--- src/rtl/if_block.sv ---
// Instruction-fetch stage with IF/ID pipeline register: one outstanding imem
// request, stall/flush from the hazard unit and branch redirects from EX.
module if_block #(
  parameter int               WIDTH    = 64,
  parameter logic [WIDTH-1:0] RESET_PC = '0
) (
  input  logic             p_clk,
  input  logic             p_reset_l,
  input  logic             p_Stall,
  input  logic             p_Flush,
  input  logic             p_Branch_Taken,
  input  logic [WIDTH-1:0] p_Branch_Target,
  output logic [WIDTH-1:0] p_IMEM_Addr,
  output logic             p_IMEM_Req,
  input  logic             p_IMEM_Ready,
  input  logic             p_IMEM_Valid,
  input  logic [31:0]      p_IMEM_Data,
  output logic [WIDTH-1:0] p_ID_IN_Instruction,
  output logic [WIDTH-1:0] p_ID_PC_Plus4,
  output logic             p_ID_Valid
);

  typedef enum logic [1:0] {
    ST_RST,
    ST_REQ,
    ST_WAIT,
    ST_HOLD
  } state_t;

  localparam logic [WIDTH-1:0] PC_STEP = WIDTH'(4);

  state_t           state_q, state_d;
  logic [WIDTH-1:0] pc_q, pc_d;
  logic [WIDTH-1:0] reqPc_q, reqPc_d;
  logic             discard_q, discard_d;
  logic [31:0]      holdData_q, holdData_d;
  logic [WIDTH-1:0] holdPc_q, holdPc_d;
  logic [31:0]      idInstr_q, idInstr_d;
  logic [WIDTH-1:0] idPcPlus4_q, idPcPlus4_d;
  logic             idValid_q, idValid_d;

  logic             imemReq;
  logic             load;
  logic [31:0]      loadData;
  logic [WIDTH-1:0] loadPc;

  always_ff @(posedge p_clk or negedge p_reset_l) begin
    if (!p_reset_l) begin
      state_q     <= ST_RST;
      pc_q        <= RESET_PC;
      reqPc_q     <= '0;
      discard_q   <= 1'b0;
      holdData_q  <= '0;
      holdPc_q    <= '0;
      idInstr_q   <= '0;
      idPcPlus4_q <= '0;
      idValid_q   <= 1'b0;
    end else begin
      state_q     <= state_d;
      pc_q        <= pc_d;
      reqPc_q     <= reqPc_d;
      discard_q   <= discard_d;
      holdData_q  <= holdData_d;
      holdPc_q    <= holdPc_d;
      idInstr_q   <= idInstr_d;
      idPcPlus4_q <= idPcPlus4_d;
      idValid_q   <= idValid_d;
    end
  end

  always_comb begin
    state_d     = state_q;
    pc_d        = pc_q;
    reqPc_d     = reqPc_q;
    discard_d   = discard_q;
    holdData_d  = holdData_q;
    holdPc_d    = holdPc_q;
    idInstr_d   = idInstr_q;
    idPcPlus4_d = idPcPlus4_q;
    idValid_d   = idValid_q;
    imemReq     = 1'b0;
    load        = 1'b0;
    loadData    = p_IMEM_Data;
    loadPc      = reqPc_q;

    case (state_q)
      ST_RST: state_d = ST_REQ;
      ST_REQ: begin
        imemReq = 1'b1;
        if (p_IMEM_Ready) begin
          reqPc_d = pc_q;
          pc_d    = pc_q + PC_STEP;
          state_d = ST_WAIT;
        end
      end
      ST_WAIT: begin
        if (p_IMEM_Valid) begin
          if (discard_q) begin
            discard_d = 1'b0;
            state_d   = ST_REQ;
          end else if (!p_Stall) begin
            load    = 1'b1;
            state_d = ST_REQ;
          end else begin
            holdData_d = p_IMEM_Data;
            holdPc_d   = reqPc_q;
            state_d    = ST_HOLD;
          end
        end
      end
      ST_HOLD: begin
        if (!p_Stall) begin
          load     = 1'b1;
          loadData = holdData_q;
          loadPc   = holdPc_q;
          state_d  = ST_REQ;
        end
      end
      default: state_d = ST_RST;
    endcase

    // A redirect overrides everything: whatever is in flight belongs to the old path.
    if (p_Branch_Taken) begin
      load       = 1'b0;
      pc_d       = p_Branch_Target & ~WIDTH'(3);
      holdData_d = holdData_q;
      holdPc_d   = holdPc_q;
      case (state_q)
        ST_REQ: begin
          if (p_IMEM_Ready) begin
            discard_d = 1'b1;
            state_d   = ST_WAIT;
          end
        end
        ST_WAIT: begin
          discard_d = !p_IMEM_Valid;
          state_d   = p_IMEM_Valid ? ST_REQ : ST_WAIT;
        end
        default: state_d = ST_REQ;
      endcase
    end

    if (p_Branch_Taken || p_Flush) begin
      idInstr_d = '0;
      idValid_d = 1'b0;
    end else if (load) begin
      idInstr_d   = loadData;
      idPcPlus4_d = loadPc + PC_STEP;
      idValid_d   = 1'b1;
    end else if (!p_Stall) begin
      idInstr_d = '0;
      idValid_d = 1'b0;
    end
  end

  assign p_IMEM_Req          = imemReq;
  assign p_IMEM_Addr         = pc_q;
  assign p_ID_IN_Instruction = WIDTH'(idInstr_q);
  assign p_ID_PC_Plus4       = idPcPlus4_q;
  assign p_ID_Valid          = idValid_q;

endmodule
--- config.mk ---
export PLATFORM = sky130hd
export DESIGN_NAME = if_block
export DESIGN_NICKNAME = d
export VERILOG_FILES = /design/src/rtl/if_block.sv
export SDC_FILE = /design/constraint.sdc
export NUM_CORES = 1
export LEC_CHECK = 0
export CELL_PAD_IN_SITES_DETAIL_PLACEMENT = 1
export CELL_PAD_IN_SITES_GLOBAL_PLACEMENT = 1
export CORE_UTILIZATION = 41
export CTS_CLUSTER_SIZE = 24
export DETAILED_ROUTE_END_ITERATION = 10
export GPL_ROUTABILITY_DRIVEN = 0
export PLACE_DENSITY_LB_ADDON = 0.1
export SLEW_MARGIN = 20
export SYNTH_ARGS = -nofsm -noshare
export SYNTH_HDL_FRONTEND = slang
export SYNTH_SLANG_ARGS = --single-unit
--- constraint.sdc ---
create_clock -name p_clk -period 3.7 [get_ports p_clk]
set_input_delay 0.925 -clock p_clk [delete_from_list [all_inputs] [get_ports p_clk]]
set_output_delay 0.925 -clock p_clk [all_outputs]
set_load 0.02 [all_outputs]
Word-level counts from Yosys, hierarchy flattened
Cells that the tools add are included.
Widths: inputs -> output; s select.
{"block": "word_totals", "reg_bits": 324, "in_bits": 103, "out_inout_bits": 194, "elab_cells": 61}
{"block": "op_classes", "n_addsub": 2, "eq_ne": 4, "muxes": 34, "bitwise_logic": 3, "reduce_logical": 9}
{"cell": "$mux 64", "count": 5}
{"cell": "$mux 32", "count": 5}
{"cell": "$add 64x3->64 const B", "count": 2}
{"cell": "$mux 2", "count": 8}
{"cell": "$mux 1", "count": 12}
{"cell": "$pmux 2 s4", "count": 1}
{"cell": "$reduce_and 2->1", "count": 3}
{"cell": "$eq 2x2->1 const B", "count": 2}
{"cell": "$pmux 1 s2", "count": 2}
{"cell": "$pmux 2 s2", "count": 1}
{"cell": "$reduce_and 4->1", "count": 1}
{"cell": "$reduce_bool 2->1", "count": 2}
{"cell": "$ne 3x1->1 const B", "count": 1}
{"cell": "$not 1->1", "count": 3}
{"cell": "$eq 2x1->1 const B", "count": 1}
{"cell": "$logic_not 2->1", "count": 1}
{"cell": "$logic_not 1->1", "count": 1}
{"cell": "$logic_or 1x1->1", "count": 1}

Logic depth before layout (Yosys ltp)
Gate-level depths: netlist of the first run.
{"block": "depth", "ltp_word": 7, "ltp_mapped": 18, "mapped_depth_nobuf": 10}

Worst setup path before layout of the first run
OpenSTA, ideal clock, no wires.
{"block": "synth_timing", "kind": "input to register", "startpoint": "in p_Stall", "endpoint": "reg idPcPlus4_q[50] (netlist: p_ID_PC_Plus4[50])", "setup_time_ns": 0.124, "arrival_time_ns": 3.408, "required_ns": 3.576, "setup_slack_ns": 0.168, "path_stages": 16, "n_path_buf": 7, "path_cell_list": "nand2b_4 > buf_6 > buf_6 > buf_4 > buf_4 > buf_2 > buf_4 > nand2_1 > nand2_1 > ha_1 > nand3_1 > nor4_4 > buf_6 > a21o_1 > a21oi_1 > a211o_1"}
{"block": "synth_between", "elab_chain_len": 6, "word_cells_on_any_way": 9, "classes_between": "add/sub (1); mux (7); reduce/logical (1)"}
{"item": "from (decl)", "line_no": "9", "source": "input logic p_Stall,"}
{"item": "branches (longest 6 deep; another with $add 64x3->64)"}
{"item": "to (signal assigned)", "line_no": "66", "source": "idPcPlus4_q <= idPcPlus4_d;"}
{"item": "to (decl)", "line_no": "39", "source": "logic [WIDTH-1:0] idPcPlus4_q, idPcPlus4_d;"}
Parallel ways; which one is timed is not known.
A chain may end at the register's enable or synchronous reset.

Worst setup path after layout of the first run
{"block": "layout_timing", "startpoint": "reg state_q[1]", "endpoint": "reg idPcPlus4_q[50] (netlist: p_ID_PC_Plus4[50])"}
{"block": "layout_between", "elab_chain_len": 4, "word_cells_on_any_way": 7, "classes_between": "add/sub (1); eq/ne (2); mux (3); reduce/logical (1)"}
{"item": "from (decl)", "line_no": "32", "source": "state_t state_q, state_d;"}
{"item": "from (signal assigned)", "line_no": "59", "source": "state_q <= state_d;"}
{"item": "branches (longest 4 deep; another with $add 64x3->64)"}
Parallel ways; which one is timed is not known.

==> results of run 1 <==
[worst register-to-register path, cell delays in order (launching register included)]
cell and delay (ps):
dfrtp_1 480, ha_1 560, nand2b_4 140, mux2_4 330, or4_4 550, nor4_4 370
buf_12 200, a21o_1 130, a21oi_1 70, a211o_1 260
[layer usage]
layer | part of all wire | GRT usage | vias up
met5 | 0 | 0 | -
met4 | 0.015 | 0.0514 | 0
met3 | 0.042 | 0.0351 | 53
met2 | 0.43 | 0.355 | 305
met1 | 0.51 | 0.358 | 6313
li1 | - | - | 6256
[per-stage QoR]
| stage | std cells | hold WS (ps) |
|---|---|---|
| floorplan | 1701 | 457 |
| CTS | 2515 | 451 |
| detailed placement | 2448 | 469 |
| global route | 2515 | 453 |
| global placement | 2448 | 461 |
| finish | 2515 | 401 |
[sequential cells by signal, indices dropped and copies added, names as in the netlist]
register / flops
p_ID_Valid: 1
holdData_q: 32
discard_q: 1
p_IMEM_Addr: 62
p_ID_PC_Plus4: 64
state_q: 2
holdPc_q: 64
idInstr_q: 32
reqPc_q: 62
[worst max path at each step]
| stage | from | end | slack (ps) | depth (start not counted) |
|---|---|---|---|---|
| 5_1_grt | state_q[1] | p_ID_PC_Plus4[51] | 240 | 11 |
| 3_5_place_dp | p_Stall | p_ID_PC_Plus4[50] | -4 | 10 |
| 6_report | state_q[1] | p_ID_PC_Plus4[50] | 490 | 9 |
| 2_1_floorplan | p_Stall | p_ID_PC_Plus4[50] | 170 | 16 |
| 4_1_cts | state_q[1] | p_ID_PC_Plus4[50] | 430 | 11 |
| 3_3_place_gp | p_Stall | p_ID_PC_Plus4[38] | 60 | 10 |
[layout make-up]
cell class	instances	area, µm²	share of cell area
Clock buffer	57	1120	0.0533
Tap cell	518	648	0.0308
Inverter	15	56.3	0.00267
Multi-Input combinational cell	1248	7740	0.367
Timing Repair Buffer	347	3380	0.161
Clock inverter	10	109	0.00517
Sequential cell	320	8010	0.380
[cells in the final DEF (no fill, tap or decap), drive strengths merged, types with 3 or more instances in the layout]
cell type,count
a21o,3
a21oi,6
a31oi,8
and2,9
and3,24
and4,4
and4b,4
buf,89
clkbuf,57
clkdlybuf4s50,258
clkinv,5
conb,34
dfrtp,320
ha,8
inv,16
mux2,109
mux2i,103
nand2,418
nand2b,4
nand3,83
nand3b,3
nand4,18
nor2,40
nor2b,6
nor3,24
nor4,17
o21ai,160
o22ai,3
o31a,5
o31ai,8
or2,6
xnor2,65
xor2,50
[logic make-up (layout without fill, tap and decap cells)]
logic type               after synthesis  after routing  share of synthesized area
multiplexers                         212            212                      0.140
flip-flops                           320            320                      0.491
AND/OR/NAND/NOR                      669            669                      0.185
AO/OA/AOI/OAI                        210            210                     0.0725
buffers and inverters                133            429                     0.0435
adder cells (fa/ha/maj)                8              8                    0.00614
XOR/XNOR                             115            115                     0.0617
other                                  1             34                   0.000230
[power breakdown]
| group | leakage [nW] | internal, W | total [W] | switching [W] |
|---|---|---|---|---|
| Sequential | 4.21 | 0.00452 | 0.00557 | 0.00105 |
| Combinational | 4.96 | 0.00200 | 0.00428 | 0.00229 |
| Clock | 0.603 | 0.00223 | 0.00370 | 0.00146 |
==> impl_results.md, run 1 <==
- Top-count cell post-synth: nand2_1
- Kind of critical path: flop to flop
- Crit Path Max Fanout: 20
- DRC: 0
- # IOs: 297
- Reg clk slew, reported paths: 60 ps
- Clk Latency, worst-skew pair: 540 ps
- Yosys top cell area share: 0.491
- Number of diodes: 0
- TritonCTS Buffers: 38
- Pwr Total: 0.0136 W
- Setup WS pre-CTS: -4.36 ps
- Buffer and inverter count on the worst path: 1
- Post-synth EDFFs: 0
- Hold Path Class: primary input to asynchronous set/reset pin
- Design Area, Final: 21100 µm²
- Die Width: 201 µm
- Worst reg2reg startpoint: state_q[1]
- Final wirelength: 46.9 mm
- Final TNS setup: 0 ps
- Layout area overhead: 29.2%
- First-pass GRT wire length: 77.2 mm
- Tot GR Track Use: 0.236
- Peak VDD IR: 0.339 mV
- Final Hold Viols: 0
- Clock skew: 21.0 ps
- WL/cell: 18.7 µm
- Pre-Repair DR Iteration Count: 4
- Initial drt markers: 568
- Worst setup SP type: flop
- Status: finished, final reports clean
- Tightest Pin Transition: 794 ps
- Worst r2r path cells: 9
- Worst-path cell chain: ha_1, nand2b_4, mux2_4, or4_4, nor4_4, buf_12, a21o_1, a21oi_1, a211o_1
- Starting Density: 0.419
- Clk sinks: 320
- DP Area: 19800 µm²
- Required time worst endpoint: 4110 ps
- Final ANT Viol Nets: 0
- Setup Fix Bufs, Post-CTS: 0
- Antenna violations before repair: 0
- Final Worst Setup Slack: 487 ps
- Core area: 38900 µm²
- Slowest cell on the critical path: ha_1
- Fmax: 311 MHz
- Height of the die: 201 µm
- Top_reg_cell synth: dfrtp_1
- Synth area leader: dfrtp_1
- Power per cell area: 643 nW/µm²
- Setup-failing EPs final: 0
- Register area share after synthesis: 0.491
- Synth top cells by count: 418 x nand2_1, 320 x dfrtp_1, 130 x o21ai_0
- CTS Hold Buffers Added: 0
- Share of layout cells above drive strength 1: 0.142
- Number of port buffers: 260
- FF+latch count, synth: 320
- Data arrival time of the critical path: 3620 ps
- CP endpoint kind: flop
- Maximum buffer depth of the clock tree: 3
- Period utilization: 0.868
- Filler cells: 4403
- CTS tree: built
- Htree depth: 2
- Largest net degree at the start of global routing: 98
- Post-Synthesis Cells: 1668
- MaxCap Viol Count: 0
- Synth warn: 0
- Slew headroom: 0.471
- P_leak: 9.77 nW
- RSZ-0062 raised after global routing: no
- Synthesized area: 16300 µm²
- Number of global-route vias before repair: 13800
- Critical path's top delay family: simple AND/OR/NAND/NOR gates
- CP max stage delay: 560 ps
- Row count: 72
- Vias: 12900
- Top area cells in the synthesized netlist: dfrtp_1 49%, nand2_1 9.6%, mux2_2 7.5%, mux2i_1 6.1%, o21ai_0 4.0%
- Post-layout util: 0.541
- Setup slack, reg-to-reg: 490 ps
- Tmin final: 3210 ps
- Final-stage net count: 2081
- Syn_area_per_cell: 9.78 µm²
- DPL Wire Length: 33.9 mm
- Overflow after GRT: 0
- Pins Over Slew Limit: 0
- Vias per cell: 5.14
- Unique masters post-synth: 65
- CTS root buf: clkbuf_16
- Post-cts gate resize count: 0
- Synth async-reset ratio: 1.00
- Die area: 40600 µm²
- RR Endpoint: p_ID_PC_Plus4[50]
No activity file was read; power rests on OpenSTA's default activity.
==> inputs of run 2 (changes only) <==
CAP_MARGIN = 20   (was not set)
SKIP_LAST_GASP = 1   (was not set)
SLEW_MARGIN = not set   (was 20)
==> results of run 2 <==
Final layout, timing and power as in run 1 (identical DEF).
